File: config.mk
export PLATFORM = sky130hd
export DESIGN_NAME = item_stock_ctrl_flat
export DESIGN_NICKNAME = d
export VERILOG_FILES = /design/src/rtl/item_stock_if.sv /design/src/rtl/item_stock_ctrl.sv /design/src/flat_wrapper.sv
export SDC_FILE = /design/constraint.sdc
export NUM_CORES = 1
export LEC_CHECK = 0
export ABC_AREA = 1
export CAP_MARGIN = 10
export CORE_MARGIN = 2
export CORE_UTILIZATION = 47
export CTS_CLUSTER_DIAMETER = 150
export DETAILED_ROUTE_END_ITERATION = 16
export PLACE_DENSITY = 0.63
export SLEW_MARGIN = 20
export SYNTH_ARGS = -nofsm -noshare
export SYNTH_HDL_FRONTEND = slang
export SYNTH_SLANG_ARGS = --single-unit
export TNS_END_PERCENT = 30
File: constraint.sdc
create_clock -name clk -period 7.31 [get_ports clk]
set_input_delay 2.193 -clock clk [delete_from_list [all_inputs] [get_ports clk]]
set_output_delay 2.193 -clock clk [all_outputs]
set_load 0.02 [all_outputs]
File: src/rtl/item_stock_if.sv
// Request/status bundle between the keypad/payment front end and the stock controller.
// Handshake: vend/restock are level requests that are honoured only while busy is low, and one request produces one operation until both requests are released.
interface item_stock_if;
  logic [2:0] sel;
  logic       vend;
  logic       restock;
  logic [2:0] s;
  logic [3:0] count;
  logic       dispense;
  logic       sold_out;
  logic       busy;
  logic       all_empty;

  modport master (
    output sel, vend, restock,
    input  s, count, dispense, sold_out, busy, all_empty
  );

  modport slave (
    input  sel, vend, restock,
    output s, count, dispense, sold_out, busy, all_empty
  );
endinterface

File: src/rtl/item_stock_ctrl.sv
// Vending machine item-count controller: eight 4-bit stock counts, the count mux
// select, and the vend/restock sequencing FSM with a timed dispense strobe.
module item_stock_ctrl #(
  parameter int INIT_COUNT  = 5,
  parameter int MAX_COUNT   = 9,
  parameter int DISP_CYCLES = 4
) (
  input  logic        clk,
  input  logic        rst,
  item_stock_if.slave bus,
  output logic [2:0]  state_dbg
);

  localparam logic [2:0] IDLE     = 3'd0;
  localparam logic [2:0] LOOKUP   = 3'd1;
  localparam logic [2:0] DISPENSE = 3'd2;
  localparam logic [2:0] RESTOCK  = 3'd3;
  localparam logic [2:0] HOLD     = 3'd4;

  localparam logic [3:0] INIT_LD = 4'(INIT_COUNT);
  localparam logic [3:0] MAX_LD  = 4'(MAX_COUNT);
  localparam logic [7:0] DISP_LD = 8'(DISP_CYCLES);

  logic [2:0] state_q, state_d;
  // s_q doubles as the latched slot: it only follows sel while idle.
  logic [2:0] s_q, s_d;
  logic [7:0] timer_q, timer_d;
  logic [3:0] cnt_q [8];
  logic [3:0] cnt_d [8];
  logic       all_empty_c;

  always_comb begin
    state_d = state_q;
    s_d     = s_q;
    timer_d = timer_q;
    cnt_d   = cnt_q;
    case (state_q)
      IDLE: begin
        s_d = bus.sel;
        if (bus.restock) begin
          state_d = RESTOCK;
        end else if (bus.vend) begin
          state_d = LOOKUP;
        end
      end
      LOOKUP: begin
        if (cnt_q[s_q] == 4'd0) begin
          state_d = HOLD;
        end else begin
          cnt_d[s_q] = cnt_q[s_q] - 4'd1;
          timer_d    = DISP_LD;
          state_d    = DISPENSE;
        end
      end
      DISPENSE: begin
        if (timer_q == 8'd1) begin
          state_d = HOLD;
        end else begin
          timer_d = timer_q - 8'd1;
        end
      end
      RESTOCK: begin
        cnt_d[s_q] = MAX_LD;
        state_d    = HOLD;
      end
      HOLD: begin
        if (!bus.vend && !bus.restock) begin
          state_d = IDLE;
        end
      end
      default: state_d = IDLE;
    endcase
  end

  always_ff @(posedge clk or posedge rst) begin
    if (rst) begin
      state_q <= IDLE;
      s_q     <= 3'd0;
      timer_q <= 8'd0;
      for (int i = 0; i < 8; i++) begin
        cnt_q[i] <= INIT_LD;
      end
    end else begin
      state_q <= state_d;
      s_q     <= s_d;
      timer_q <= timer_d;
      cnt_q   <= cnt_d;
    end
  end

  always_comb begin
    all_empty_c = 1'b1;
    for (int i = 0; i < 8; i++) begin
      if (cnt_q[i] != 4'd0) begin
        all_empty_c = 1'b0;
      end
    end
  end

  // Strobes decode straight from state_q so reset kills them without waiting for an edge.
  assign bus.s         = s_q;
  assign bus.count     = cnt_q[s_q];
  assign bus.dispense  = (state_q == DISPENSE);
  assign bus.sold_out  = (state_q == LOOKUP) && (cnt_q[s_q] == 4'd0);
  assign bus.busy      = (state_q != IDLE);
  assign bus.all_empty = all_empty_c;
  assign state_dbg     = state_q;

endmodule

File: src/flat_wrapper.sv
// flat-port wrapper written by rule: the top's interface ports become plain ports
module item_stock_ctrl_flat 
#(
  parameter int INIT_COUNT  = 5,
  parameter int MAX_COUNT   = 9,
  parameter int DISP_CYCLES = 4
)
  (clk, rst, state_dbg, bus_sel, bus_vend, bus_restock, bus_s, bus_count, bus_dispense, bus_sold_out, bus_busy, bus_all_empty);
  item_stock_if bus_i ();
  input  logic clk;
  input  logic rst;
  output logic [2:0] state_dbg;
  input wire logic [$bits(bus_i.sel)-1:0] bus_sel;
  input wire logic [$bits(bus_i.vend)-1:0] bus_vend;
  input wire logic [$bits(bus_i.restock)-1:0] bus_restock;
  output wire logic [$bits(bus_i.s)-1:0] bus_s;
  output wire logic [$bits(bus_i.count)-1:0] bus_count;
  output wire logic [$bits(bus_i.dispense)-1:0] bus_dispense;
  output wire logic [$bits(bus_i.sold_out)-1:0] bus_sold_out;
  output wire logic [$bits(bus_i.busy)-1:0] bus_busy;
  output wire logic [$bits(bus_i.all_empty)-1:0] bus_all_empty;
  assign bus_i.sel = bus_sel;
  assign bus_i.vend = bus_vend;
  assign bus_i.restock = bus_restock;
  assign bus_s = bus_i.s;
  assign bus_count = bus_i.count;
  assign bus_dispense = bus_i.dispense;
  assign bus_sold_out = bus_i.sold_out;
  assign bus_busy = bus_i.busy;
  assign bus_all_empty = bus_i.all_empty;
  item_stock_ctrl #(.INIT_COUNT(INIT_COUNT), .MAX_COUNT(MAX_COUNT), .DISP_CYCLES(DISP_CYCLES)) u_core (.clk(clk), .rst(rst), .bus(bus_i), .state_dbg(state_dbg));
endmodule
## Word level (Yosys, flattened, before mapping)

Index checks and enable logic that the tools add are counted.

| word-level totals | value |
|---|---|
| register bits | 46 |
| input port bits | 7 |

| cells by class | value |
|---|---|
| bitwise operators | 4 |
| mux-type cells | 25 |
| reductions and logical operators | 21 |
| eq/ne operators | 10 |
| order comparisons | 2 |
| $add $sub $neg | 2 |

Operators by type and width:

| operator | number |
|---|---|
| $pmux 32 s2 | 1 |
| $bwmux 32 | 1 |
| $mux 32 | 1 |
| $reduce_bool 4->1 | 8 |
| $and 16x16->16 | 1 |
| $mux 8 | 2 |
| $not 16->16 | 1 |
| $or 16x16->16 | 1 |
| $pmux 8 s2 | 1 |
| $mux 3 | 5 |
| $pmux 3 s5 | 1 |
| $bmux 4 s3 | 1 |
| $demux 4 s3 | 1 |
| $mux 4 | 3 |
| $eq 8x1->1 const B | 1 |
| $mux 1 | 8 |
| $sub 8x1->8 const B | 1 |
| $eq 3x2->1 const B | 2 |
| $reduce_and 3->1 | 2 |
| $ge 4x4->1 const B | 1 |
| $logic_not 4->1 | 1 |
| $lt 4x1->1 const B | 1 |
| $ne 2x1->1 const B | 2 |
| $ne 2x2->1 const B | 2 |
| other kinds (11) | 15 |

## Logic depth before layout (Yosys ltp)

Gate-level depths: netlist of run 1.

| logic depth | value |
|---|---|
| depth in word-level cells | 9 |
| mapped depth | 18 |

## Worst setup path after synthesis of run 1

No wires, ideal clock.

| path | value |
|---|---|
| path kind | register to output |
| start point | register u_core.s_q[0] (netlist: u_core.bus.s[0]) |
| end point | output bus_sold_out |
| data required time | 5117 ps |
| stages on the path, launching flop included | 14 |
| arrival | 1907 ps |
| slack | 3210 ps |
| buffers on the path | 3 |
| path through | dfrtp_1 buf_6 inv_6 buf_8 buf_6 nand2_1 nand3_1 nand2_1 nor2_2 ha_1 inv_1 nor3_4 nand3_1 inv_1 |

| between the ends | value |
|---|---|
| longest elaborated chain between the ends | 6 |

RTL lines:

| what | RTL line | source |
|---|---|---|
| from (decl) | item_stock_ctrl.sv:26 | `logic [2:0] s_q, s_d;` |
| from (signal assigned) | item_stock_ctrl.sv:78 | `s_q <= 3'd0;` |
| from (signal assigned) | item_stock_ctrl.sv:85 | `s_q <= s_d;` |
| $not 3->4 (implied by the code) | item_stock_ctrl.sv:104 | `assign bus.sold_out = (state_q == LOOKUP) && (cnt_q[s_q] == 4'd0);` |
| $bmux 4 s3 | item_stock_ctrl.sv:104 |  |
| $mux 4 (implied by the code) (2 in series) | item_stock_ctrl.sv:104 |  |
| $logic_not 4->1 | item_stock_ctrl.sv:104 |  |
| $logic_and 1x1->1 | item_stock_ctrl.sv:104 |  |
| to (decl) | flat_wrapper.sv:19 | `output wire logic [$bits(bus_i.sold_out)-1:0] bus_sold_out;` |

No other way between the ends. The select of a mux whose other input is x is not followed.

## Worst setup path after layout of run 1

Ends and elaborated chain as after synthesis.

==> flow_summary.yaml, run 1 <==
run_status:
  status: "finished clean"
routing:
  drc_errors: 0
  ant_nets: 0
  firstDrtPassIters: 4
  wl_per_cell_um: 14.8
  routed_via_density: 5.24
  drtIter0Drc: 232
  vias: 2585
  wirelength_um: 7300
global_routing:
  grt_max_degree: 47
  track_usage: 0.237
  gr-total-overflow: 0
  grt_pass1_wl_um: 12200
  grt_pass1_vias: 2499
  antenna_found_initial: 0
sta:
  timing.final.ws_setup_ns: 1.95
  max_freq_mhz: 186
  drv_slew: 0
  relSlewSlack: 0.358
  hold_viol: 0
  tightest_slew_ns: 0.964
  rsz0062_at_grt: "false"
  skew_ns: 0.00530
  setup_viol: 0
  timing.hold.ws_ns: 0.487
  fin_crit_ns: 5.36
  finalCritPeriodShare: 0.734
  tns_ns: 0
synth:
  synthArstFlopShare: 1.00
  netlist-cell-type-count: 30
  synth_area_leaders: "dfrtp_1 26%, nand2_1 15%, dfstp_2 15%, nand3_1 9.9%, inv_1 7.3%"
  syn_nets: 410
  yosys.area.top_type: "dfrtp_1"
  synth-edff-count: 0
  synth_ff_type: "dfrtp_1"
  netlist_instances: 399
  syn-cell-area_sq_mm: 0.00289
  ys_ff_latch: 46
  ys_seq_area_frac: 0.406
  netlist.area_leader.share: 0.260
  ys_warn_count: 0
  synth_common_cells: "118 x nand2_1, 57 x nand3_1, 56 x inv_1, 32 x nor2_1, 30 x dfrtp_1"
  yosysMostFrequentCell: "nand2_1"
  syn_area_per_cell_sq_um: 7.24
setup_path:
  path_delay_family: "buffers and inverters"
  worst_setup_path_end_kind: "output port"
  arrival_ns: 3.17
  cpMaxStageDelayCell: "dfrtp_1"
  path_buf_inv: 4
  critPathRequiredTime_ns: 5.12
  critPathKind: "flop to output port"
  max_stage_delay_ns: 0.74
  critPathLaunchType: "flop"
  cp_max_fo: 26
  crit_chain: "inv_6, nand2_1, nand3_1, nand2_1, nor2_2, ha_1, inv_1, nor3_4, nand3_1, inv_1, clkdlybuf4s50_1"
power:
  p_per_area_mw_per_mm2: 154
  pwr-share-clk: 0.354
  combPwrFrac: 0.120
  netSwitchingPower_mw: 0.133
  total_power_mw: 0.493
  pwr-share-seq: 0.526
  swShare: 0.270
  vdd.ir_drop.worst_uv: 70.2
  p_leak_nw: 1.69
  p_int_mw: 0.360
finish:
  n_fill_cell: 558
  multiInputGateArea_sq_mm: 0.00140
  syn2layout_area_growth_pct: 10.7
  layout-drive-gt1-share: 0.139
  nets: 428
  diodes: 0
  regArea_sq_mm: 0.00117
clock_network:
  post_cts_buffers: 0
  clk_latency_ns: 0.30
  cts_resized: 0
  htree_num_levels: 2
  cts_hold_buf: 0
  clock_path_buffers: 2
  tritoncts: "built"
  ctsRootBufferMaster: "clkbuf_8"
  clk_pin_slew_ns: 0.09
  cts_buffers: 5
  cts_sinks: 46
die:
  initial_utilization: 0.488
  dieArea_sq_mm: 0.00679
  chipWidth_um: 82.4
  die_h_um: 82.4
  core_area_sq_mm: 0.00592
  ios: 21
  fp-row-count: 28
worst_hold_path:
  hold_class: "flop to flop"
placement:
  port-buffer-count: 20
  dp_slack_ns: 2.35
  place_congestion: 0.924
  detailed_place_hpwl_um: 5420
flow_run:
  maxCapViolations: 0
cells in the final DEF, fill, tap and decap left out:
cell type        Yosys  routed
clkbuf_8             0       7
nand2_4              3       3
a21oi_1              3       3
nor3_4               1       1
nor2_2               7       7
inv_6                1       1
inv_2                3       4
nor4_1               7       7
nor2_4               1       1
ha_1                 4       4
inv_1               56      55
clkinv_4             0       1
nand3_2              5       5
o22ai_1              7       7
or2_0                2       2
nand2_2             11      11
clkdlybuf4s50_1      0      20
o21ai_1              7       7
nand3_1             57      57
nand2_1            118     118
dfstp_2             16      16
xor2_1               5       5
nand4_1              3       3
nor2_1              32      32
o21ai_0              6       6
nor3_1               3       3
nor3_2               1       1
dfrtp_1             30      30
and3_1               1       1
registers in the layout, summed over array words and instances (netlist names):
name / flops
u_core.state_dbg: 3
u_core.timer_q: 8
u_core.cnt_q: 32
u_core.bus.s: 3
final timing paths:
| kind | startpoint | slack, ns | end | cells past startpoint |
|---|---|---|---|---|
| min reg2reg | u_core.cnt_q[22]$_DFFE_PP1P_ | 0.49 | u_core.cnt_q[22]$_DFFE_PP1P_ | 2 |
| max | u_core.bus.s[0]$_DFFE_PP0N_ | 1.95 | bus_sold_out | 11 |
| min in group asynchronous | rst | 2.42 | u_core.cnt_q[5]$_DFFE_PP0P_ | 2 |
| min | u_core.cnt_q[22]$_DFFE_PP1P_ | 0.49 | u_core.cnt_q[22]$_DFFE_PP1P_ | 2 |
| max in group asynchronous | rst | 4.31 | u_core.timer_q[4]$_DFFE_PP0P_ | 2 |
| max reg2reg | u_core.bus.s[0]$_DFFE_PP0N_ | 4.52 | u_core.cnt_q[18]$_DFFE_PP1P_ | 14 |
layout make-up:
class / count / share of cell area
Multi-Input combinational cell: 284 / 0.437
Sequential cell: 46 / 0.366
Inverter: 60 / 0.0720
Timing Repair Buffer: 20 / 0.0626
Clock buffer: 7 / 0.0301
Tap cell: 75 / 0.0294
Clock inverter: 1 / 0.00274
routing by layer:
metal,part of all wire,global-route usage
met1,0.46,0.320
met2,0.47,0.381
met3,0.053,0.0402
met4,0.015,0.0917
met5,0,0
logic make-up after synthesis:
logic type                 synth area share
AOI/OAI and AO/OA                    0.0429
xor gates and xnor gates             0.0152
and+or+nand+nor                       0.408
adders and majority gates            0.0173
DFF                                   0.406
buffers and inverters                 0.111
through the flow:
| step | instance area [sq um] | utilization | cells |
|---|---|---|---|
| 2_1_floorplan | 2890 | - | 399 |
| 3_3_place_gp | 3090 | 0.522 | 485 |
| 3_5_place_dp | 3090 | 0.522 | 485 |
| 4_1_cts | 3200 | 0.540 | 493 |
| 5_1_grt | 3200 | 0.540 | 493 |
| 6_report | 3200 | 0.540 | 493 |
power by group through the flow:
stage | Clock, mW | Sequential (mW) | Combinational [mW]
after global routing | 0.189 | 0.260 | 0.0654
after detailed placement | 0 | 0.264 | 0.0596
after floorplan | 0 | 0.263 | 0.0427
after global placement | 0 | 0.264 | 0.0586
after CTS | 0.180 | 0.259 | 0.0599
final | 0.175 | 0.259 | 0.0593
tightest hold or removal path, stage by stage (launching register included):
cell	delay, ns
dfstp_2	0.39
nand2_1	0.06
nand2_1	0.05
No activity file was read; power rests on OpenSTA's default activity.
==> run 2: changes to the inputs <==
==> constraint.sdc (replaced) <==
create_clock -name clk -period 5.5 [get_ports clk]
set_input_delay 1.65 -clock clk [delete_from_list [all_inputs] [get_ports clk]]
set_output_delay 1.65 -clock clk [all_outputs]
set_load 0.02 [all_outputs]
==> results of run 2 <==
Same layout as run 1 (identical final DEF). Status: finished clean.
Main changes from that run: setup slack after placement 2.35 ns -> 1.09 ns; setup slack after layout 1.95 ns -> 0.681 ns; register-to-register setup slack 4.52 ns -> 2.71 ns; total power 0.493 mW -> 0.656 mW; worst IR drop on VDD 70.2 uV -> 93.3 uV
